--- config.mk ---
export PLATFORM = sky130hd
export DESIGN_NAME = jt900h_intseq
export DESIGN_NICKNAME = d
export VERILOG_FILES = /design/src/rtl/jt900h_intseq_pkg.sv /design/src/rtl/jt900h_intarb.sv /design/src/rtl/jt900h_intseq.sv
export SDC_FILE = /design/constraint.sdc
export NUM_CORES = 1
export LEC_CHECK = 0
export ABC_CLOCK_PERIOD_IN_PS = 3900
export BUFFER_PORTS_ARGS = -buffer_cell sky130_fd_sc_hd__buf_2
export CAP_MARGIN = 20
export CORE_ASPECT_RATIO = 1.4
export CORE_MARGIN = 2
export CORE_UTILIZATION = 50
export CTS_CLUSTER_DIAMETER = 60
export CTS_CLUSTER_SIZE = 8
export DETAILED_ROUTE_END_ITERATION = 6
export PLACE_DENSITY_LB_ADDON = 0.08
export SLEW_MARGIN = 20
export SYNTH_ARGS = -nofsm -noshare
export SYNTH_HDL_FRONTEND = slang
export SYNTH_HIERARCHICAL = 1
export SYNTH_SLANG_ARGS = --single-unit
--- constraint.sdc ---
create_clock -name clk -period 3.9 [get_ports clk]
set_input_delay 0.585 -clock clk [delete_from_list [all_inputs] [get_ports clk]]
set_output_delay 0.585 -clock clk [all_outputs]
set_load 0.005 [all_outputs]
--- src/rtl/jt900h_intseq_pkg.sv ---
// Shared definitions for the JT900H interrupt acceptance sequencer.
package jt900h_intseq_pkg;

    typedef enum logic [2:0] {
        INT_IDLE,
        INT_PUSHPC,
        INT_PUSHSR,
        INT_VECRD,
        INT_COMMIT
    } int_state_e;

    localparam logic [1:0] WORD_SZ = 2'd1;
    localparam logic [1:0] LONG_SZ = 2'd2;
    localparam logic [2:0] LVL_NMI = 3'd7;

    // IFF mask loaded on entry: one above the accepted level, saturating at NMI
    function automatic logic [2:0] next_iff(input logic [2:0] lvl);
        return (lvl == LVL_NMI) ? LVL_NMI : lvl + 3'd1;
    endfunction

endpackage

--- src/rtl/jt900h_intarb.sv ---
// Combinational interrupt arbiter: eligibility against the IFF mask and
// highest-level selection, lowest index winning ties.
module jt900h_intarb
    import jt900h_intseq_pkg::*;
#(
    parameter int unsigned NSRC = 4
) (
    input  logic [NSRC-1:0]   irq,
    input  logic [3*NSRC-1:0] irq_lvl,
    input  logic [2:0]        riff,
    output logic              valid,
    output logic [2:0]        index,
    output logic [2:0]        level
);

    logic [2:0] lvl_c;

    // Ascending scan; strict greater-than keeps the lowest index on a tie
    always_comb begin
        valid = 1'b0;
        index = '0;
        level = '0;
        lvl_c = '0;
        for (int unsigned i = 0; i < NSRC; i++) begin
            lvl_c = irq_lvl[3*i +: 3];
            if (irq[i] && (lvl_c != 3'd0) && ((lvl_c >= riff) || (lvl_c == LVL_NMI))
                && (!valid || (lvl_c > level))) begin
                valid = 1'b1;
                index = i[2:0];
                level = lvl_c;
            end
        end
    end

endmodule

--- src/rtl/jt900h_intseq.sv ---
// Interrupt acceptance sequencer: pushes PC and SR, fetches the vector,
// then pulses register-file load strobes and the source acknowledge.
module jt900h_intseq
    import jt900h_intseq_pkg::*;
#(
    parameter int unsigned NSRC  = 4,
    parameter logic [23:0] VBASE = 24'hFFFF00
) (
    input  logic              clk,
    input  logic              rst,
    input  logic              cen,
    input  logic [NSRC-1:0]   irq,
    input  logic [3*NSRC-1:0] irq_lvl,
    input  logic [8*NSRC-1:0] irq_vec,
    input  logic              insn_end,
    input  logic [2:0]        riff,
    input  logic [31:0]       xsp,
    input  logic [23:0]       pc,
    input  logic [15:0]       sr,
    output logic              busy,
    output logic [NSRC-1:0]   ack,
    output logic [23:0]       bus_addr,
    output logic [31:0]       bus_dout,
    output logic [1:0]        bus_wsz,
    output logic              bus_we,
    output logic              bus_rd,
    input  logic              bus_ok,
    input  logic [31:0]       bus_din,
    output logic              xsp_ld,
    output logic [31:0]       xsp_nx,
    output logic              pc_ld,
    output logic [23:0]       pc_nx,
    output logic              iff_ld,
    output logic [2:0]        iff_nx
);

    int_state_e  state_q, state_d;
    logic [2:0]  win_q, win_d;
    logic [2:0]  lvl_q, lvl_d;
    logic [7:0]  vec_q, vec_d;
    logic [23:0] pc_q, pc_d;
    logic [15:0] sr_q, sr_d;
    logic [31:0] xsp_q, xsp_d;
    logic [23:0] pcn_q, pcn_d;

    logic        arb_valid;
    logic [2:0]  arb_index;
    logic [2:0]  arb_level;
    logic [7:0]  arb_vec;
    logic [31:0] xsp_m4;
    logic [31:0] xsp_m6;
    logic        unused_din;

    jt900h_intarb #(
        .NSRC (NSRC)
    ) u_arb (
        .irq     (irq),
        .irq_lvl (irq_lvl),
        .riff    (riff),
        .valid   (arb_valid),
        .index   (arb_index),
        .level   (arb_level)
    );

    assign xsp_m4     = xsp_q - 32'd4;
    assign xsp_m6     = xsp_q - 32'd6;
    assign pc_nx      = pcn_q;
    assign unused_din = ^bus_din[31:24];

    // Vector offset belonging to the current arbitration winner
    always_comb begin
        arb_vec = '0;
        for (int unsigned i = 0; i < NSRC; i++) begin
            if (arb_index == i[2:0]) begin
                arb_vec = irq_vec[8*i +: 8];
            end
        end
    end

    // State and latched context; everything holds while cen is low
    always_ff @(posedge clk or posedge rst) begin
        if (rst) begin
            state_q <= INT_IDLE;
            win_q   <= '0;
            lvl_q   <= '0;
            vec_q   <= '0;
            pc_q    <= '0;
            sr_q    <= '0;
            xsp_q   <= '0;
            pcn_q   <= '0;
        end else if (cen) begin
            state_q <= state_d;
            win_q   <= win_d;
            lvl_q   <= lvl_d;
            vec_q   <= vec_d;
            pc_q    <= pc_d;
            sr_q    <= sr_d;
            xsp_q   <= xsp_d;
            pcn_q   <= pcn_d;
        end
    end

    // Next state, context capture and bus/strobe outputs decoded from state
    always_comb begin
        state_d  = state_q;
        win_d    = win_q;
        lvl_d    = lvl_q;
        vec_d    = vec_q;
        pc_d     = pc_q;
        sr_d     = sr_q;
        xsp_d    = xsp_q;
        pcn_d    = pcn_q;
        busy     = (state_q != INT_IDLE);
        ack      = '0;
        bus_addr = '0;
        bus_dout = '0;
        bus_wsz  = '0;
        bus_we   = 1'b0;
        bus_rd   = 1'b0;
        xsp_ld   = 1'b0;
        xsp_nx   = '0;
        pc_ld    = 1'b0;
        iff_ld   = 1'b0;
        iff_nx   = '0;
        case (state_q)
            INT_IDLE: begin
                if (insn_end && arb_valid) begin
                    win_d   = arb_index;
                    lvl_d   = arb_level;
                    vec_d   = arb_vec;
                    pc_d    = pc;
                    sr_d    = sr;
                    xsp_d   = xsp;
                    state_d = INT_PUSHPC;
                end
            end
            INT_PUSHPC: begin
                bus_we   = 1'b1;
                bus_wsz  = LONG_SZ;
                bus_addr = xsp_m4[23:0];
                bus_dout = {8'd0, pc_q};
                if (bus_ok) state_d = INT_PUSHSR;
            end
            INT_PUSHSR: begin
                bus_we   = 1'b1;
                bus_wsz  = WORD_SZ;
                bus_addr = xsp_m6[23:0];
                bus_dout = {16'd0, sr_q};
                if (bus_ok) state_d = INT_VECRD;
            end
            INT_VECRD: begin
                bus_rd   = 1'b1;
                bus_wsz  = LONG_SZ;
                bus_addr = VBASE + {16'd0, vec_q};
                if (bus_ok) begin
                    pcn_d   = bus_din[23:0];
                    state_d = INT_COMMIT;
                end
            end
            INT_COMMIT: begin
                xsp_ld  = 1'b1;
                xsp_nx  = xsp_m6;
                pc_ld   = 1'b1;
                iff_ld  = 1'b1;
                iff_nx  = next_iff(lvl_q);
                for (int unsigned i = 0; i < NSRC; i++) begin
                    ack[i] = (win_q == i[2:0]);
                end
                state_d = INT_IDLE;
            end
            default: state_d = INT_IDLE;
        endcase
    end

endmodule
==> flow_metrics.py, run 1 <==
metrics = {
    "global_route": {
        "grt_pass1_vias": 7433,
        "antenna_found_initial": 2,
        "grt_max_degree": 72,
        "grt_pass1_wl_um": 37200,
        "grt_remaining_overflow": 0,
        "grt_usage_pct": 29.8,
    },
    "synthesis": {
        "synth-async-reset-ratio_pct": 100,
        "synth_edf_count": 0,
        "synth-seq-cells": 113,
        "yosys_most_used_dff": "dfrtp_1",
        "ys_warn_count": 6,
        "synth_area_leaders": "dfrtp_1, mux2_2, ha_1",
        "synth_most_common_cell": "dfrtp_1",
        "syn_inst": 722,
        "yosysSeqAreaShare_pct": 37.6,
        "syn_area_um2": 7520,
        "synth_cell_types": 82,
        "synth_top_area_share_pct": 37.6,
        "synth_common_cells": "dfrtp_1, mux2_2, nor2_1, nand2_1",
        "synth.avg_cell_area_um2": 10.4,
        "yosysTopAreaCell": "dfrtp_1",
    },
    "timing": {
        "setup_slack_ns": -1.65,
        "relSlewSlack_pct": 43.6,
        "finalMaxSlewViolations": 0,
        "hold_violations": 0,
        "timing.fmax_mhz": 180,
        "skew_ns": 0.0120,
        "finalHoldWorstSlack_ns": 0.356,
        "finalSetupViolations": 13,
        "period_share_pct": 142,
        "rsz0062_at_grt": "true",
        "max_slew.worst_pin.slew_ns": 0.845,
        "period_needed_ns": 5.55,
    },
    "worst_setup_path": {
        "critPathRequiredTime_ns": 4.19,
        "arrival_ns": 5.84,
        "critPathCaptureType": "register",
        "start_kind": "primary input",
        "cp_max_fo": 5,
        "r2r_cells": 5,
        "timing.rr.start": "state_q[2]$_DFFE_PP0P_",
        "cp-startpoint": "irq_lvl[0]",
        "worstSetupPathType": "primary input to register",
        "reg2reg_to": "pc_nx[10]$_DFFE_PP0P_",
        "r2r_slack_ns": 1.54,
        "cpMaxStageDelayCell": "mux4_2",
        "cpPeakStageDelay_ns": 0.51,
    },
    "routing": {
        "vias": 7089,
        "drtAntennaViolNets": 0,
        "via_per_inst": 5.67,
        "wl_per_cell_um": 19.4,
        "dr.first_iter.drc_count": 331,
        "dr.pass1.iters": 4,
        "drc": 0,
        "finalWirelength_um": 24300,
    },
    "clocking": {
        "clk_latency_ns": 0.41,
        "clock_sinks": 113,
        "root_buffer": "clkbuf_16",
        "cts_buffer_depth": 2,
        "clk_pin_slew_ns": 0.06,
        "htreeDepth": 4,
        "hold_buffers": 0,
        "cts_made_buffers": 17,
        "cts_tree": "built",
    },
    "layout": {
        "drive_gt1_share_pct": 54.7,
        "nNetsFinal": 1230,
        "fin_util_pct": 70.4,
        "area_delta_synth_final_pct": 39.0,
        "stdcell_count": 1251,
        "final_area_um2": 10500,
    },
    "place": {
        "hpwl_um": 18000,
        "gp_congestion": 0.943,
        "io_buffers": 270,
        "dp_cells": 1189,
        "place_area_um2": 9340,
        "dp_slack_ns": -2.01,
    },
    "floorplan": {
        "initial_core_util_pct": 50.6,
        "die_area_um2": 16000,
        "die_x_um": 108,
        "coreArea_um2": 14900,
        "row_count": 53,
        "die_h_um": 149,
        "ios": 287,
    },
    "pwr": {
        "peakVddDrop_mv": 0.402,
        "pwr_density_cell_nw_per_um2": 709,
        "power_leakage_nw": 5.03,
    },
    "run_status": {
        "violations": "negative setup slack",
        "status": "finished with violations",
    },
    "run": {
        "cap_violations": 0,
    },
    "hold_path": {
        "worstHoldPathType": "primary input to async pin",
    },
}
-- power breakdown --
part / internal, mW / leakage [nW] / switching, mW / total [mW]
registers: 1.75 / 1.38 / 0.667 / 2.42
logic: 1.81 / 3.36 / 1.60 / 3.40
clock network: 0.962 / 0.293 / 0.626 / 1.59
-- critical path: cells and delay by family --
family / cells / cell delay (ns)
AND/OR/NAND/NOR: 4 / 0.64
buffers and inverters: 7 / 0.62
adder cells (fa/ha/maj): 4 / 0.82
AO/OA/AOI/OAI: 15 / 2.66
multiplexers: 1 / 0.51
-- what timing repair did --
action                     in CTS  in global routing
pin swaps                      28                 18
setup buffers                  25                  4
gates resized for setup        38                 20
setup endpoints to repair      13                 13
-- through the flow --
| step | setup TNS (ns) | power (mW) |
|---|---|---|
| floorplan | -17.85 | 4.46 |
| global placement | -20.21 | 5.47 |
| detailed placement | -23.59 | 5.60 |
| CTS | -16.53 | 7.37 |
| global route | -21.71 | 7.87 |
| finish | -19.58 | 7.41 |
-- how the worst max path moves through the flow --
stage | cells after the start | end
6_report | 31 | vec_q[2]$_DFFE_PP0P_
5_1_grt | 31 | vec_q[2]$_DFFE_PP0P_
4_1_cts | 28 | vec_q[2]$_DFFE_PP0P_
3_5_place_dp | 30 | vec_q[6]$_DFFE_PP0P_
3_3_place_gp | 29 | vec_q[3]$_DFFE_PP0P_
2_1_floorplan | 27 | vec_q[0]$_DFFE_PP0P_
-- layout make-up --
cell class,count,area [um^2]
timing repair buffer,356,2070
inverter,29,126
sequential,113,2830
tap,192,240
clock inverter,15,174
multi-input combinational,528,4580
antenna,1,2.50
clock buffer,17,425
fill,1181,4400
-- layout by cell type (no fill, tap or decap), drive strengths merged, types with 6 or more instances in the layout --
cell type and instances:
a21o 8, o21ai 15, nand3 8, and2 14, nand2 30, a211oi 8, dfrtp 113, a21oi 28
mux4 8, nor4 13, or3 8, xnor2 21, inv 36, ha 25, a22o 27, nor2 76
buf 356, nand2b 6, conb 9, o22ai 12, nor3 17, xor2 14, clkbuf 17, mux2 103
-- kinds of logic (layout without fill, tap and decap cells) --
family          after synthesis  in the layout  share of synthesized area (%)
xor+xnor                     35             35                           4.08
other cells                   2             10                         0.0999
flops                       113            113                           37.6
simple gates                200            200                           15.0
mux                         113            113                           18.1
compound gates              146            146                           15.0
fa+ha+maj                    25             25                           4.16
buf+inv                      88            417                           5.96
-- per-layer routing --
| metal | track usage [%] | up-vias | wire, um |
|---|---|---|---|
| li1 | - | 3264 | - |
| met1 | 31.4 | 3425 | 8630 |
| met2 | 53.6 | 322 | 12900 |
| met3 | 8.08 | 76 | 1640 |
| met4 | 15.2 | 2 | 1070 |
| met5 | 0 | - | 13 |
-- sequential cells by signal, summed over array words and instances, names as in the netlist --
register  count
lvl_q         3
vec_q         8
state_q       3
xsp_q        32
sr_q         16
pc_nx        24
pc_q         24
win_q         3
Power figures use the tool's default switching activity.
==> inputs of run 2 (changes only) <==
Settings changed: CORE_UTILIZATION 50 to 35.
==> flow_metrics.py, run 2 (synthesis gave the netlist of run 1 again) <==
metrics = {
    "run_status": {
        "status": "finished with violations",
        "violations": "negative setup slack",
    },
    "layout": {
        "nNetsFinal": 1219,
        "multi_input_comb_area_um2": 4450,
        "fill_cells": 2114,
        "drive_gt1_share_pct": 53.2,
        "ff_latch_area_um2": 2830,
        "area_delta_synth_final_pct": 37.6,
        "final_cell_mix": "buf_2, dfrtp_1, mux2_2",
        "final_common_cell": "buf_2",
        "largest_register_ffs": 32,
        "regMostFlops": "xsp_q",
    },
    "clocking": {
        "htreeDepth": 4,
        "cts_tree": "built",
        "hold_buffers": 0,
        "clock_sinks": 113,
        "clk_pin_slew_ns": 0.06,
        "cts_buffer_depth": 2,
        "root_buffer": "clkbuf_16",
        "cts_made_buffers": 17,
        "clk_latency_ns": 0.41,
    },
    "timing": {
        "period_needed_ns": 5.26,
        "finalMaxSlewViolations": 0,
        "period_share_pct": 135,
        "hold_violations": 0,
        "rsz0062_at_grt": "true",
        "timing.fmax_mhz": 190,
        "relSlewSlack_pct": 54.6,
        "finalSetupViolations": 13,
        "setup_slack_ns": -1.36,
        "max_slew.worst_pin.slew_ns": 0.677,
        "skew_ns": 0.0102,
    },
    "global_route": {
        "grt_remaining_overflow": 0,
        "grt_pass1_wl_um": 36900,
        "grtUsageMet3_pct": 6.87,
        "grt_max_degree": 84,
        "use_met1_pct": 23.9,
        "grt_usage_pct": 20.9,
        "use_met2_pct": 36.8,
        "grt_pass1_vias": 6772,
        "busiest_layer": "met2",
        "antenna_found_initial": 8,
    },
    "worst_setup_path": {
        "r2r_cells": 5,
        "arrival_ns": 5.54,
        "cp_max_fo": 5,
        "start_kind": "primary input",
        "critPathCaptureType": "register",
        "r2r_slack_ns": 1.40,
        "worstSetupPathType": "primary input to register",
        "timing.rr.start": "state_q[0]$_DFFE_PP0P_",
        "reg2reg_to": "pc_nx[21]$_DFFE_PP0P_",
        "critPathRequiredTime_ns": 4.19,
    },
    "run": {
        "cap_violations": 0,
    },
    "pwr": {
        "pwr_density_cell_nw_per_um2": 700,
        "power_mw": 7.24,
        "peakVddDrop_mv": 0.380,
        "power_leakage_nw": 4.96,
    },
    "routing": {
        "via_per_inst": 5.09,
        "vias": 6682,
        "dr.pass1.iters": 4,
        "finalWirelength_um": 23700,
        "dr.first_iter.drc_count": 347,
        "drtAntennaViolNets": 0,
        "wl_per_cell_um": 18.1,
        "drc": 0,
    },
    "place": {
        "gp_congestion": 0.891,
        "hpwl_um": 18200,
        "dp_slack_ns": -1.93,
        "io_buffers": 270,
    },
    "floorplan": {
        "coreArea_um2": 21100,
        "row_count": 63,
        "die_h_um": 177,
        "die_area_um2": 22700,
        "ios": 287,
        "initial_core_util_pct": 35.6,
        "die_x_um": 128,
    },
    "hold_path": {
        "worstHoldPathType": "primary input to async pin",
    },
}
## run 2: worst max-delay path by stage
stage | depth (start not counted) | slack, ns | startpoint | endpoint
global placement | 27 | -1.74 | irq_lvl[0] | vec_q[5]$_DFFE_PP0P_
floorplan | 27 | -1.55 | irq_lvl[0] | vec_q[0]$_DFFE_PP0P_
global route | 28 | -1.54 | irq_lvl[0] | vec_q[5]$_DFFE_PP0P_
CTS | 27 | -1.29 | irq_lvl[0] | vec_q[5]$_DFFE_PP0P_
finish | 27 | -1.36 | irq_lvl[2] | vec_q[5]$_DFFE_PP0P_
detailed placement | 27 | -1.93 | irq_lvl[0] | vec_q[5]$_DFFE_PP0P_
## run 2: repair_timing
item	in CTS	in global routing
pin swaps	8	0
gates resized for setup	25	3
setup endpoints to repair	13	13
buffers inserted	14	1
## run 2: worst max-delay path, cell delays in order
cell and delay, ns:
buf_2 0.13, ha_4 0.25, a21o_1 0.16, a31o_4 0.22, a21oi_2 0.10, nor2_1 0.06, inv_1 0.09, ha_4 0.21
a31oi_2 0.23, a21oi_4 0.11, a211oi_2 0.31, a21oi_2 0.06, ha_1 0.29, a211o_1 0.27, a21o_1 0.19, o221a_4 0.25
a211oi_2 0.17, o21bai_1 0.15, ha_1 0.28, nor2b_4 0.14, o21ai_2 0.12, a32oi_2 0.07, o21ai_2 0.20, o21ai_2 0.12
buf_6 0.15, mux4_2 0.42, a22o_1 0.20
## run 2: metal layers
layer  routed length [um]  vias to the layer above
met1                 9480                     3193
met4                  401                        6
met2                12200                      200
li1                     -                     3254
met3                 1590                       29
met5                   38                        -
## run 2: final cells by class
type / instances / area share (%)
Clock buffer: 17 / 4.11
Timing Repair Buffer: 345 / 19.3
Clock inverter: 15 / 1.66
Inverter: 29 / 1.20
Tap cell: 260 / 3.15
Multi-Input combinational cell: 528 / 43.1
Antenna cell: 6 / 0.145
Sequential cell: 113 / 27.3
## run 2: where the power goes
part,total [mW],internal [mW],switching [mW]
Combinational,3.24,1.73,1.51
Sequential,2.41,1.75,0.659
Clock,1.59,0.960,0.630
## run 2: metrics by stage
stage	TNS, ns	hold WS [ns]	utilization (%)	area (um^2)	instances
floorplan	-17.85	0.467	-	7650	729
global placement	-20.59	0.481	44.9	9480	1260
detailed placement	-22.61	0.484	44.9	9480	1260
CTS	-14.81	0.191	48.8	10300	1306
global route	-18.19	0.205	48.9	10300	1310
finish	-15.66	0.192	48.9	10300	1313
==> inputs of run 3 (changes only) <==
Settings changed: ABC_CLOCK_PERIOD_IN_PS 3900 to 4600, SKIP_LAST_GASP set to 1.
Clock period 3.9 ns to 4.6 ns, I/O delays scaled along.
==> flow_metrics.py, run 3 (synthesis gave the netlist of run 1 again) <==
metrics = {
    "pwr": {
        "p_int_mw": 3.65,
        "sequentialPowerShare_pct": 33.1,
        "peakVddDrop_mv": 0.381,
        "combPwrFrac_pct": 46.1,
        "pwr_density_cell_nw_per_um2": 594,
        "power_mw": 6.07,
        "clkPwrFrac_pct": 20.8,
        "power_leakage_nw": 4.86,
        "switching_share_pct": 39.8,
        "power_switching_mw": 2.42,
    },
    "place": {
        "io_buffers": 270,
        "gp_congestion": 0.864,
        "dp_slack_ns": -1.26,
        "hpwl_um": 17900,
        "dp_cells": 1247,
        "place_area_um2": 9360,
    },
    "layout": {
        "final_area_um2": 10200,
        "final_common_cell": "buf_2",
        "nNetsFinal": 1201,
        "regMostFlops": "xsp_q",
        "stdcell_count": 1298,
        "area_delta_synth_final_pct": 36.1,
        "final_cell_mix": "buf_2, dfrtp_1, mux2_2",
        "fin_util_pct": 48.4,
        "largest_register_ffs": 32,
        "drive_gt1_share_pct": 52.8,
    },
    "timing": {
        "hold_violations": 0,
        "skew_ns": 0.0163,
        "period_needed_ns": 5.34,
        "timing.fmax_mhz": 187,
        "final.setup.tns_ns": -7.92,
        "period_share_pct": 116,
        "setup_slack_ns": -0.744,
        "rsz0062_at_grt": "true",
        "finalMaxSlewViolations": 0,
        "max_slew.worst_pin.slew_ns": 0.908,
        "finalSetupViolations": 13,
        "finalHoldWorstSlack_ns": 0.474,
        "relSlewSlack_pct": 39.5,
    },
    "global_route": {
        "grt_pass1_vias": 6629,
        "grt_max_degree": 68,
        "use_met1_pct": 22.6,
        "use_met2_pct": 36.5,
        "grtUsageMet3_pct": 7.02,
        "grt_remaining_overflow": 0,
        "busiest_layer": "met2",
        "antenna_found_initial": 14,
        "grt_pass1_wl_um": 36200,
        "grt_usage_pct": 20.6,
    },
    "worst_setup_path": {
        "cp_max_fo": 5,
        "arrival_ns": 5.63,
        "critPathRequiredTime_ns": 4.89,
        "start_kind": "primary input",
        "critPathCaptureType": "register",
        "worstSetupPathType": "primary input to register",
    },
    "routing": {
        "finalWirelength_um": 23700,
        "drtAntennaViolNets": 0,
        "drc": 0,
        "vias": 6731,
        "via_per_inst": 5.19,
        "wl_per_cell_um": 18.2,
        "dr.pass1.iters": 6,
        "dr.first_iter.drc_count": 319,
    },
    "floorplan": {
        "die_h_um": 177,
        "initial_core_util_pct": 35.6,
        "die_area_um2": 22700,
        "row_count": 63,
        "ios": 287,
        "coreArea_um2": 21100,
        "die_x_um": 128,
    },
    "run_status": {
        "violations": "negative setup slack",
        "status": "finished with violations",
    },
    "clocking": {
        "root_buffer": "clkbuf_16",
        "hold_buffers": 0,
        "clk_latency_ns": 0.42,
        "clock_sinks": 113,
        "cts_buffer_depth": 2,
        "htreeDepth": 4,
        "cts_made_buffers": 17,
        "cts_tree": "built",
        "clk_pin_slew_ns": 0.06,
    },
    "hold_path": {
        "worstHoldPathType": "primary input to async pin",
    },
    "run": {
        "cap_violations": 0,
    },
}
## run 3: changes by cell type in the layout (fill, tap and decap cells not counted), moves of 2 or more
cell | previous run | this run
buf_4 | 66 | 52
clkinv_4 | 4 | 1
diode_2 | 6 | 9
buf_12 | 5 | 3
buf_2 | 269 | 267
bufinv_16 | 2 | 0
clkinvlp_4 | 1 | 3
inv_6 | 6 | 8
inv_8 | 1 | 3
nand2_1 | 29 | 27
o21ai_2 | 3 | 1
o21ai_4 | 0 | 2
## run 3: layout make-up
cell class / count / area, um^2
fillers: 2047 / 10900
multi-input cells: 528 / 4510
flip-flops and latches: 113 / 2830
repair buffers: 327 / 1860
clock buffers: 17 / 425
well taps: 260 / 325
clock inverters: 15 / 135
inverters: 29 / 126
diodes: 9 / 22.5
## run 3: power groups by stage
stage	Clock, mW	Sequential [mW]	Combinational, mW
2_1_floorplan	0	1.76	2.02
4_1_cts	1.31	2.01	2.78
6_report	1.26	2.01	2.80
5_1_grt	1.35	2.08	3.07
3_5_place_dp	0	2.02	2.71
3_3_place_gp	0	2.01	2.69
## run 3: path summary, 6_finish.rpt
kind                                   startpoint                     to  slack [ns]  depth (start not counted)
min in group clk                       bus_din[9]   pc_nx[9]$_DFFE_PP0P_        0.50                          2
min reg2reg                 pc_nx[11]$_DFFE_PP0P_  pc_nx[11]$_DFFE_PP0P_        0.50                          1
max                                    irq_lvl[0]   vec_q[4]$_DFFE_PP0P_       -0.74                         27
max reg2reg                state_q[2]$_DFFE_PP0P_  pc_nx[10]$_DFFE_PP0P_        2.19                          5
min                                           rst  xsp_q[20]$_DFFE_PP0P_        0.47                          2
max in group asynchronous                     rst   xsp_q[3]$_DFFE_PP0P_        3.22                          3
## run 3: worst max-delay path: stages
cell and delay (ns):
buf_12 0.09, inv_12 0.03, ha_4 0.23, nand2b_4 0.13
a31o_4 0.17, a21oi_2 0.04, nor3_2 0.13, ha_2 0.20
inv_1 0.04, a211o_1 0.32, a21oi_4 0.20, a21o_1 0.21
a21oi_2 0.08, ha_1 0.29, a211o_1 0.28, and2_4 0.15
o221a_4 0.28, a211oi_2 0.17, o21bai_1 0.14, ha_1 0.27
buf_6 0.13, a32oi_4 0.26, o21ai_4 0.10, o21ai_4 0.12
buf_12 0.15, mux4_2 0.49, a22o_1 0.21
## run 3: layer usage
layer	vias to the layer above	part of all wire (%)
met5	-	0.25
met4	10	2.5
met1	3211	38
met2	242	52
met3	43	7.7
li1	3225	-
## run 3: what timing repair did
action	CTS	global route
resized for setup	19	20
buffers inserted	5	5
endpoints found under the setup margin	13	13
hold endpoints to repair	0	0
pin swaps	4	5
cloned	1	0
